$ cat src/rtl/float2int_seq.sv
// Sequential float-to-integer converter: truncates toward zero, saturates to a
// signed MAN-bit result, and aligns the significand one bit per cycle.
module float2int_seq #(
  parameter int MAN = 23,
  parameter int EXP = 8
) (
  input  logic                  clk,
  input  logic                  rst,
  input  logic                  in_valid,
  output logic                  in_ready,
  input  logic [MAN+EXP:0]      in_float,
  output logic                  out_valid,
  input  logic                  out_ready,
  output logic signed [MAN-1:0] out_int,
  output logic                  out_ovf,
  output logic                  out_nan
);

  localparam int BIAS = 2**(EXP-1) - 1;
  localparam int CW   = $clog2(MAN + 1);

  localparam logic [EXP-1:0] E_ONES = '1;
  localparam logic [EXP-1:0] E_BIAS = EXP'(BIAS);
  localparam logic [EXP-1:0] E_SAT  = EXP'(BIAS + MAN - 1);
  // Shift count MAN-E = (BIAS+MAN)-e; the result is always < 2^CW, so modular
  // arithmetic on the low exponent bits gives the exact value.
  localparam logic [CW-1:0]  CNT_BASE = CW'(BIAS + MAN);

  localparam logic signed [MAN-1:0] INT_MAX = {1'b0, {(MAN-1){1'b1}}};
  localparam logic signed [MAN-1:0] INT_MIN = {1'b1, {(MAN-1){1'b0}}};

  typedef enum logic [1:0] {IDLE, SHIFT, NEGATE, DONE} state_t;

  state_t          state;
  logic            sign;
  logic [MAN:0]    sig;
  logic [CW-1:0]   cnt;

  logic            sign_f;
  logic [EXP-1:0]  exp_f;
  logic [MAN-1:0]  man_f;

  assign sign_f   = in_float[MAN+EXP];
  assign exp_f    = in_float[MAN+EXP-1:MAN];
  assign man_f    = in_float[MAN-1:0];
  assign in_ready = (state == IDLE);

  always_ff @(posedge clk) begin
    if (rst) begin
      state     <= IDLE;
      sign      <= 1'b0;
      sig       <= '0;
      cnt       <= '0;
      out_valid <= 1'b0;
      out_int   <= '0;
      out_ovf   <= 1'b0;
      out_nan   <= 1'b0;
    end else begin
      case (state)
        IDLE: begin
          if (in_valid) begin
            sign      <= sign_f;
            sig       <= {1'b1, man_f};
            state     <= DONE;
            out_valid <= 1'b1;
            out_int   <= '0;
            out_ovf   <= 1'b0;
            out_nan   <= 1'b0;
            if (exp_f == E_ONES && man_f != '0) begin
              out_nan <= 1'b1;
            end else if (exp_f >= E_SAT) begin
              // Covers infinity too; only -2^(MAN-1) itself is exact.
              out_int <= sign_f ? INT_MIN : INT_MAX;
              out_ovf <= !(sign_f && exp_f == E_SAT && man_f == '0);
            end else if (exp_f >= E_BIAS) begin
              state     <= SHIFT;
              out_valid <= 1'b0;
              cnt       <= CNT_BASE - exp_f[CW-1:0];
            end
          end
        end
        SHIFT: begin
          sig <= sig >> 1;
          cnt <= cnt - CW'(1);
          if (cnt == CW'(1)) state <= NEGATE;
        end
        NEGATE: begin
          out_int   <= sign ? -sig[MAN-1:0] : sig[MAN-1:0];
          out_ovf   <= 1'b0;
          out_nan   <= 1'b0;
          out_valid <= 1'b1;
          state     <= DONE;
        end
        DONE: begin
          if (out_ready) begin
            out_valid <= 1'b0;
            state     <= IDLE;
          end
        end
        default: state <= IDLE;
      endcase
    end
  end

endmodule
$ cat config.mk
export PLATFORM = sky130hd
export DESIGN_NAME = float2int_seq
export DESIGN_NICKNAME = d
export VERILOG_FILES = /design/src/rtl/float2int_seq.sv
export SDC_FILE = /design/constraint.sdc
export NUM_CORES = 1
export LEC_CHECK = 0
export CAP_MARGIN = 30
export CORE_MARGIN = 2
export CORE_UTILIZATION = 50
export DETAILED_ROUTE_END_ITERATION = 7
export DONT_BUFFER_PORTS = 1
export PLACE_DENSITY = 0.69
export SYNTH_ARGS = -nofsm -noshare
export SYNTH_HDL_FRONTEND = slang
export SYNTH_SLANG_ARGS = --single-unit
$ cat constraint.sdc
create_clock -name clk -period 3.15 [get_ports clk]
set_clock_uncertainty 0.2 [all_clocks]
set_input_delay 0.63 -clock clk [delete_from_list [all_inputs] [get_ports clk]]
set_output_delay 0.63 -clock clk [all_outputs]
set_load 0.005 [all_outputs]
Word level (Yosys, flattened, before mapping) --
Index checks and enable logic that the tools add are counted.
Storage, ports and cells: register bits after elaboration 58, input port bits 36, output and inout port bits 27, logic and storage cells 74
Operators by class: $add $sub $neg 3, order comparisons 2, equality and inequality tests 12, multiplexer cells 33, reductions and logical operators 16
Operators with widths (number):
- $mux W23 | 5
- $pmux W24 S2 | 1
- $pmux W23 S2 | 1
- $mux W24 | 1
- $logic_not A23 Y1 | 1
- $neg A23 Y23 | 1
- $reduce_bool A23 Y1 | 1
- $mux W5 | 4
- $eq A8 B8 Y1 const B | 2
- $mux W2 | 6
- $mux W1 | 10
- $ne A2 B2 Y1 const B | 5
- $pmux W5 S2 | 1
- $ge A8 B7 Y1 const B | 1
- $ge A8 B8 Y1 const B | 1
- $pmux W2 S4 | 1
- $reduce_and A2 Y1 | 3
- $reduce_and A3 Y1 | 2
- $eq A5 B1 Y1 const B | 1
- $reduce_and A5 Y1 | 1
- $sub A5 B1 Y5 const B | 1
- $sub A5 B5 Y5 const A | 1
- $eq A2 B2 Y1 const B | 2
- $pmux W1 S2 | 2
- other kinds (8) | 11

Longest topological paths before layout --
Gate-level depths: netlist of the first run.
word-level depth 8, mapped depth 9, depth with buffers taken out 7

Worst setup path after synthesis of the first run --
Ideal clock, no wire load.
kind flip-flop to flip-flop, start point register sig[2], end point register out_int[17], library setup time 86 ps, arrival time 2201 ps, data required time 2864 ps, slack 663 ps, stages on the path, launching flop included 6, buffers on the path 0, clock period less this slack 2487 ps, cell sequence dfxtp_1 > or4_1 > or4_4 > o41ai_2 > mux2_1 > a211oi_1
On the way: longest elaborated chain between the ends 3
Ends and longest elaborated chain:
- from (decl) | line 36 | logic [MAN:0] sig;
- from (signal assigned) | line 63 | sig <= {1'b1, man_f};
- from (signal assigned) | line 83 | sig <= sig >> 1;
- $neg A23 Y23 | line 88 | out_int <= sign ? -sig[MAN-1:0] : sig[MAN-1:0];
- $mux W23 | line 88
- $pmux W23 S2 | line 59 | case (state)
- to (signal assigned) | line 73 | out_int <= sign_f ? INT_MIN : INT_MAX;
- to (signal assigned) | line 88
- to (decl) | line 14 | output logic signed [MAN-1:0] out_int,
Every way passes these cells. A chain may end at the register's enable or synchronous reset.

Worst setup path after layout of the first run --
Ends and elaborated chain as after synthesis.

==> impl_metrics.json, run 1 <==
{
  "status": "finished with violations",
  "failed_checks": "DRC",
  "slew_headroom": 0.585,
  "core_area_um2": 6420,
  "yosysSeqAreaShare": 0.347,
  "postCtsHoldBufs": 0,
  "synth_area_per_cell_um2": 8.23,
  "antenna_cells": 0,
  "rrSetupSlack_ns": 0.50,
  "rsz0062_at_grt": "no",
  "grt-ovfl-total": 0,
  "synth-seq-cells": 58,
  "final_nets": 445,
  "gp_congestion": 0.834,
  "htree_levels": 3,
  "wire_per_inst_um": 16.3,
  "ff2ff_path_depth": 5,
  "grt_pass1_vias": 2631,
  "power.total_mw": 3.76,
  "syn_to_final_growth_pct": 7.92,
  "vias_per_cell": 6.01,
  "cts-resized-gates": 0,
  "end_kind": "register",
  "worstHoldStart": "rst",
  "required_ns": 3.20,
  "drc_errors": 7,
  "top_layer_used": "met4",
  "cp-start-kind": "register",
  "hold_viol_final": 0,
  "track_usage": 0.222,
  "rows": 29,
  "num-fill-cells": 601,
  "criticalPathCategory": "reg2reg",
  "slew_violations": 0,
  "cts.reportedPaths.clkPinSlew_ns": 0.08,
  "cts_tree": "yes",
  "start_util": 0.522,
  "stdcell_count": 478,
  "hold_path_class": "in2reg",
  "syn_inst": 407,
  "grt_first_pass_wirelength_um": 13000,
  "yosys.area.top_type": "dfxtp_1",
  "power_density_nw_per_um2": 1040,
  "whs_endpoint": "state[1]",
  "ys_async_sr_fraction": 0,
  "multiInputGateArea_um2": 2040,
  "routed_wl_um": 7780,
  "wl_met3_um": 563,
  "die_height_um": 85.9,
  "drtAntennaViolNets": 0,
  "dieWidth_um": 85.9,
  "io_pins": 63,
  "syn_area_um2": 3350,
  "drive_gt1_frac": 0.0923,
  "yosys-top-cells-count": "58 x dfxtp_1, 55 x nor2_1, 42 x a211oi_1",
  "leakage_nw": 1.23,
  "numCtsBuffers": 9,
  "synth.most_common_cell": "dfxtp_1",
  "dp.final_hpwl_um": 5630,
  "clock-sinks": 58,
  "numPlacedInstances": 462,
  "cpPeakStageDelay_ns": 0.59,
  "synth_area_leaders": "dfxtp_1 35%, a211oi_1 9.4%, mux2i_1 6.9%",
  "cap_violations": 0,
  "synth_cell_types": 45,
  "worst_pin_slew_ns": 0.621,
  "placed_cell_area_um2": 3410,
  "regArea_um2": 1160,
  "r2r-end": "out_int[17]",
  "synth_nets": 455,
  "setup_tns_ns": 0,
  "ys_warn_count": 0,
  "cts_setup_buffers": 0,
  "root_buffer": "clkbuf_8",
  "port_buffers": 0,
  "wl_met1_um": 3880,
  "die-area_um2": 7370,
  "cts_buffer_depth": 2,
  "clock_latency_ns": 0.35,
  "setup_viol_count_final": 0,
  "rr_startpoint": "sig[2]",
  "ir_drop_uv": 414,
  "netlist.area_leader.share": 0.347,
  "min_period_ns": 2.65,
  "grt_max_degree": 58,
  "fin_crit_sh": 0.843,
  "wl_met2_um": 3220,
  "antenna_found_initial": 0,
  "worstHoldPathCells": 1,
  "cp_max_fo": 7,
  "fin_area_um2": 3620,
  "ys.flop_type": "dfxtp_1",
  "crit_chain": "or4_1 > or4_4 > o41ai_2 > mux2_1 > a211oi_1",
  "timing.fmax_mhz": 377,
  "synth-edff-count": 0,
  "arrival_ns": 2.71,
  "via_count": 2875,
  "initialDrtViolationCount": 225,
  "first_pass_iters": 7,
  "cp_slowest_cell": "or4_4"
}
[cell type report]
type,instances,area share
multi-input combinational,307,0.564
sequential,58,0.321
clock buffer,10,0.0381
tap,77,0.0266
timing repair buffer,7,0.0201
clock inverter,5,0.0152
inverter,14,0.0145
[cell usage in the layout, fill, tap and decap left out, types with 4 or more instances in the layout]
cell,Yosys,routed
ha_1,12,12
inv_1,14,14
nand2_1,28,28
o41ai_1,7,7
o21ai_1,5,4
mux2i_1,23,23
nand3_1,8,8
nor3_1,5,5
a21oi_1,15,15
nand2b_1,5,5
nand4_1,4,4
nor4_1,5,5
a211oi_1,42,42
xor2_1,4,4
or3_1,10,10
o21ai_0,20,20
clkbuf_8,0,10
or4_1,5,5
dfxtp_1,58,58
nor2_1,55,55
xnor2_1,13,13
nand3b_1,6,6
buf_4,0,5
[critical path, delay by kind of cell (launching register included)]
family / cells / cell delay [ns]
AO/OA/AOI/OAI: 2 / 0.46
multiplexers: 1 / 0.36
flip-flops: 1 / 0.37
AND/OR/NAND/NOR: 2 / 1.16
[power by group]
group | internal, mW | switching (mW) | total, mW
Sequential | 1.01 | 0.324 | 1.34
Clock | 0.379 | 0.301 | 0.680
Combinational | 0.734 | 1.00 | 1.74
Total | 2.13 | 1.63 | 3.76
[cell families after synthesis]
group / share of synthesized area
flops: 0.347
fa+ha+maj: 0.0448
xor+xnor: 0.0444
buf+inv: 0.0474
compound gates: 0.237
simple gates: 0.201
mux: 0.0788
[per-layer routing]
| layer | vias up | global-route usage |
|---|---|---|
| li1 | 1466 | - |
| met1 | 1314 | 0.320 |
| met2 | 83 | 0.302 |
| met3 | 12 | 0.0674 |
| met4 | 0 | 0.101 |
| met5 | - | 0 |
[through the flow]
step / utilization / hold slack, ns / worst slack (ns)
3_3_place_gp: 0.531 / 0.265 / 0.598
6_report: 0.563 / 0.142 / 0.495
5_1_grt: 0.563 / 0.138 / 0.423
3_5_place_dp: 0.531 / 0.266 / 0.525
2_1_floorplan: - / 0.248 / 0.663
4_1_cts: 0.561 / 0.142 / 0.494
[state kept, by name, indices dropped and copies added, names as in the netlist]
signal / flops
state: 2
out_ovf: 1
cnt: 5
out_int: 23
out_nan: 1
out_valid: 1
sig: 24
sign: 1
[worst max path at each step]
stage | slack, ns | depth (start not counted) | end | start
final | 0.50 | 5 | out_int[17] | sig[2]
after detailed placement | 0.52 | 5 | out_int[17] | sig[2]
after floorplan | 0.66 | 5 | out_int[17] | sig[2]
after global routing | 0.42 | 5 | out_int[17] | sig[2]
after CTS | 0.49 | 5 | out_int[17] | sig[2]
after global placement | 0.60 | 5 | out_int[17] | sig[5]
Power figures use the tool's default switching activity.
==> run 2: changes to the inputs <==
Settings changed: PLACE_DENSITY 0.69 to 0.72.
Clock period 3.15 ns to 2.4 ns, I/O delays scaled along.
==> impl_metrics.json, run 2 (synthesized netlist as in run 1, its figures left out) <==
{
  "slew_headroom": 0.550,
  "htree_levels": 3,
  "rr_startpoint": "sig[5]",
  "comb_power_share": 0.529,
  "drc_errors": 7,
  "whs_endpoint": "out_int[16]",
  "rows": 29,
  "port_buffers": 0,
  "syn_to_final_growth_pct": 15.9,
  "timing.fmax_mhz": 407,
  "core_area_um2": 6420,
  "num-fill-cells": 588,
  "min_period_ns": 2.46,
  "final_cell_mix": "58 x dfxtp_1, 55 x nor2_1, 39 x a211oi_1, 31 x buf_4, 28 x nand2_1",
  "die-area_um2": 7370,
  "worstHoldStart": "rst",
  "worst_pin_slew_ns": 0.673,
  "r2r-end": "out_int[17]",
  "die_height_um": 85.9,
  "cts_tree": "yes",
  "initialDrtViolationCount": 166,
  "wire_per_inst_um": 16.0,
  "pwr-share-clk": 0.169,
  "p_sw_frac": 0.419,
  "final_common_cell": "dfxtp_1",
  "root_buffer": "clkbuf_8",
  "multiInputGateArea_um2": 2100,
  "internal-power_mw": 3.10,
  "routed_wl_um": 8070,
  "placed_cell_area_um2": 3620,
  "final_nets": 471,
  "fin_crit_sh": 1.02,
  "antenna_found_initial": 0,
  "fin_area_um2": 3880,
  "cp_max_fo": 2,
  "grt_max_degree": 58,
  "cp-start-kind": "register",
  "cp.buffers_inverters": 0,
  "finish.utilization": 0.605,
  "crit_cells": 5,
  "slew_violations": 0,
  "seq_power_share": 0.302,
  "leakage_nw": 1.39,
  "gp_congestion": 0.841,
  "numCtsBuffers": 9,
  "cpPeakStageDelay_ns": 0.57,
  "crit_chain": "or4_4 > or4_4 > o41ai_4 > mux2_4 > a211oi_2",
  "first_pass_iters": 7,
  "grt_pass1_vias": 2769,
  "cts.reportedPaths.clkPinSlew_ns": 0.06,
  "top_register": "sig",
  "top_regs": "sig: 24 flops, out_int: 23 flops, cnt: 5 flops",
  "cts_buffer_depth": 2,
  "regArea_um2": 1160,
  "final.setup.worst_slack_ns": -0.0589,
  "grt_first_pass_wirelength_um": 13200,
  "drive_gt1_frac": 0.164,
  "track_usage": 0.227,
  "criticalPathCategory": "reg2reg",
  "ff2ff_path_depth": 5,
  "vias_per_cell": 5.95,
  "start_util": 0.522,
  "dp.final_hpwl_um": 5970,
  "setup_viol_count_final": 2,
  "end_kind": "register",
  "arrival_ns": 2.52,
  "grt-ovfl-total": 0,
  "clock_latency_ns": 0.34,
  "ir_drop_uv": 644,
  "antenna_cells": 0,
  "worstHoldPathCells": 1,
  "dieWidth_um": 85.9,
  "rsz0062_at_grt": "yes",
  "clock-sinks": 58,
  "required_ns": 2.46,
  "via_count": 3003,
  "cp_slowest_cell": "or4_4",
  "hold_path_class": "in2reg",
  "io_pins": 63,
  "cpMostUsedCell": "or4_4",
  "power_density_nw_per_um2": 1380,
  "critical_path.top_delay_family": "simple AND/OR/NAND/NOR gates",
  "rrSetupSlack_ns": -0.06,
  "failed_checks": "DRC, hold timing, setup timing",
  "hold_viol_final": 1,
  "cap_violations": 0,
  "largest_reg_flops": 24,
  "whs_ns": -0.000206,
  "status": "finished with violations",
  "power.net_switching_mw": 2.24,
  "drtAntennaViolNets": 0
}
==> run 2: cell types whose count changed in the layout (fill, tap and decap cells not counted), sizes merged <==
| cell | change |
|---|---|
| clkinvlp | -2 |
| buf | +26 |
| clkinv | -1 |
| clkbuf | +4 |
==> run 2: repair_timing <==
item | CTS | global route
pin swaps | 0 | 3
gates resized for setup | 1 | 11
setup endpoints to repair | 3 | 38
hold endpoints to repair | 9 | 11
setup buffers | 0 | 0
==> run 2: power groups by stage <==
stage | registers (mW) | clock network, mW | logic, mW
global placement | 1.61 | 0 | 2.65
global route | 1.66 | 0.960 | 3.15
floorplan | 1.63 | 0 | 1.88
detailed placement | 1.63 | 0 | 2.71
CTS | 1.61 | 0.917 | 2.73
finish | 1.61 | 0.904 | 2.83
==> run 2: worst max path at each step <==
stage	start	endpoint
after global routing	sig[5]	out_int[17]
after detailed placement	sig[2]	out_int[17]
after CTS	sig[2]	out_int[17]
after global placement	sig[2]	out_int[17]
after floorplan	sig[2]	out_int[17]
final	sig[5]	out_int[17]
==> run 2: metal layers <==
metal | share of wire | up-vias | track usage
met3 | 0.070 | 15 | 0.0587
met5 | 0 | - | 0
li1 | - | 1525 | -
met2 | 0.43 | 92 | 0.335
met1 | 0.48 | 1371 | 0.317
met4 | 0.020 | 0 | 0.0880
==> run 2: final cells by class <==
type                            instances  share of cell area
Clock buffer                           14              0.0419
Inverter                               14              0.0135
Multi-Input combinational cell        307               0.541
Sequential cell                        58               0.299
Timing Repair Buffer                   33              0.0703
Tap cell                               77              0.0248
Clock inverter                          2             0.00902
==> run 2: per-stage QoR <==
step	power [mW]	TNS (ns)	instances	hold WS, ns	worst slack [ns]
floorplan	3.51	-0.0868	407	0.248	-0.0868
global placement	4.26	-0.0321	489	0.260	-0.0321
detailed placement	4.34	-0.123	489	0.271	-0.109
CTS	5.26	-0.0971	505	-0.00490	-0.0971
global route	5.77	-0.298	505	-0.0117	-0.121
finish	5.35	-0.0718	505	-0.000206	-0.0589
==> run 3: changes to the inputs <==
Settings changed: CORE_UTILIZATION 50 to 57, CTS_CLUSTER_SIZE from default to 14, PLACE_DENSITY 0.72 to 0.79.
==> impl_metrics.json, run 3 (synthesized netlist as in run 1, its figures left out) <==
{
  "p_sw_frac": 0.427,
  "grt_pass1_vias": 2881,
  "min_period_ns": 2.42,
  "antenna_cells": 0,
  "fin_crit_sh": 1.01,
  "critical_path.top_delay_family": "simple AND/OR/NAND/NOR gates",
  "power_density_nw_per_um2": 1370,
  "cp_slowest_cell": "or4_4",
  "placed_cell_area_um2": 3620,
  "hold_viol_final": 0,
  "crit_chain": "or4_4 > or4_4 > o41ai_2 > mux2_2 > a211oi_2",
  "drc_errors": 0,
  "root_buffer": "clkbuf_8",
  "grt_max_degree": 55,
  "setup_tns_ns": -0.0215,
  "setup_viol_count_final": 1,
  "wire_per_inst_um": 16.8,
  "status": "finished with violations",
  "final.setup.worst_slack_ns": -0.0215,
  "core_area_um2": 5610,
  "cts_buffer_depth": 2,
  "dp.final_hpwl_um": 6080,
  "first_pass_iters": 4,
  "rows": 27,
  "dp_slack_ns": -0.0828,
  "end_kind": "register",
  "num-fill-cells": 451,
  "io_pins": 63,
  "comb_power_share": 0.539,
  "top_register": "sig",
  "leakage_nw": 1.40,
  "initialDrtViolationCount": 246,
  "die-area_um2": 6510,
  "cts_tree": "yes",
  "drive_gt1_frac": 0.169,
  "routed_wl_um": 8490,
  "rsz0062_at_grt": "yes",
  "htree_levels": 3,
  "die_height_um": 80.7,
  "pwr-share-clk": 0.156,
  "slew_headroom": 0.685,
  "track_usage": 0.280,
  "top_regs": "sig: 24 flops, out_int: 23 flops, cnt: 5 flops",
  "syn_to_final_growth_pct": 16.1,
  "clock-sinks": 58,
  "final_common_cell": "dfxtp_1",
  "arrival_ns": 2.49,
  "start_util": 0.598,
  "cp-start-kind": "register",
  "worst_pin_slew_ns": 0.472,
  "hold_path_class": "in2reg",
  "cpPeakStageDelay_ns": 0.54,
  "cap_violations": 0,
  "port_buffers": 0,
  "dieWidth_um": 80.7,
  "ir_drop_uv": 674,
  "failed_checks": "setup timing",
  "cpMostUsedCell": "or4_4",
  "grt-ovfl-total": 0,
  "required_ns": 2.46,
  "power.net_switching_mw": 2.28,
  "internal-power_mw": 3.06,
  "via_count": 3085,
  "final_cell_mix": "57 x dfxtp_1, 55 x nor2_1, 40 x a211oi_1, 32 x buf_4, 28 x nand2_1",
  "numCtsBuffers": 9,
  "antenna_found_initial": 0,
  "slew_violations": 0,
  "vias_per_cell": 6.12,
  "final_nets": 475,
  "fin_area_um2": 3890,
  "cp.buffers_inverters": 0,
  "seq_power_share": 0.305,
  "largest_reg_flops": 24,
  "drtAntennaViolNets": 0,
  "clock_latency_ns": 0.34,
  "gp_congestion": 0.922,
  "criticalPathCategory": "reg2reg",
  "cts.reportedPaths.clkPinSlew_ns": 0.07,
  "timing.fmax_mhz": 413,
  "cp_max_fo": 2,
  "grt_first_pass_wirelength_um": 14000,
  "cts_setup_buffers": 0
}
## run 3: worst reg2reg max path, cell delays in order (launching register included)
cell and delay (ns):
dfxtp_1 0.31, or4_4 0.53, or4_4 0.54, o41ai_2 0.23, mux2_2 0.38, a211oi_2 0.17
## run 3: area by class of cell
type,count,area (um^2),share of cell area
tap,72,90.1,0.0232
multi-input combinational,307,2090,0.538
clock buffer,14,173,0.0444
inverter,14,52.6,0.0135
timing repair buffer,37,310,0.0797
clock inverter,2,10.0,0.00257
sequential,58,1160,0.299
## run 3: power by group through the flow
| stage | combinational [mW] | sequential (mW) | clock, mW |
|---|---|---|---|
| 4_1_cts | 2.79 | 1.62 | 0.840 |
| 6_report | 2.87 | 1.63 | 0.833 |
| 5_1_grt | 3.21 | 1.68 | 0.880 |
| 3_3_place_gp | 2.65 | 1.61 | 0 |
| 2_1_floorplan | 1.88 | 1.63 | 0 |
| 3_5_place_dp | 2.74 | 1.63 | 0 |
## run 3: repair_timing
| action | CTS | global route |
|---|---|---|
| hold endpoints to repair | 4 | 2 |
| hold buffers | 1 | 2 |
| resized for setup | 4 | 9 |
| pin swaps | 4 | 2 |
| setup endpoints to repair | 4 | 12 |
## run 3: stage by stage
| step | util | hold slack (ns) | total power, mW | std cells |
|---|---|---|---|---|
| 3_3_place_gp | 0.646 | 0.260 | 4.26 | 485 |
| 2_1_floorplan | - | 0.248 | 3.51 | 407 |
| 6_report | 0.694 | 0.00812 | 5.33 | 504 |
| 4_1_cts | 0.683 | 0.00309 | 5.25 | 502 |
| 3_5_place_dp | 0.646 | 0.270 | 4.37 | 485 |
| 5_1_grt | 0.694 | 0.00123 | 5.77 | 504 |
## run 3: layer usage
metal / part of all wire / global-route usage / up-vias
met5: 0 / 0 / -
met4: 0.022 / 0.105 / 0
met3: 0.083 / 0.0618 / 14
met2: 0.44 / 0.418 / 122
met1: 0.45 / 0.394 / 1413
li1: - / - / 1536
## run 3: path summary, 6_finish.rpt
check,slack [ns],startpoint,endpoint,cells past startpoint
setup / recovery,-0.02,sig[8],out_int[17],5
hold reg to reg,0.28,out_nan,out_nan,2
setup reg to reg,-0.02,sig[8],out_int[17],5
hold / removal,0.008,rst,out_int[16],1
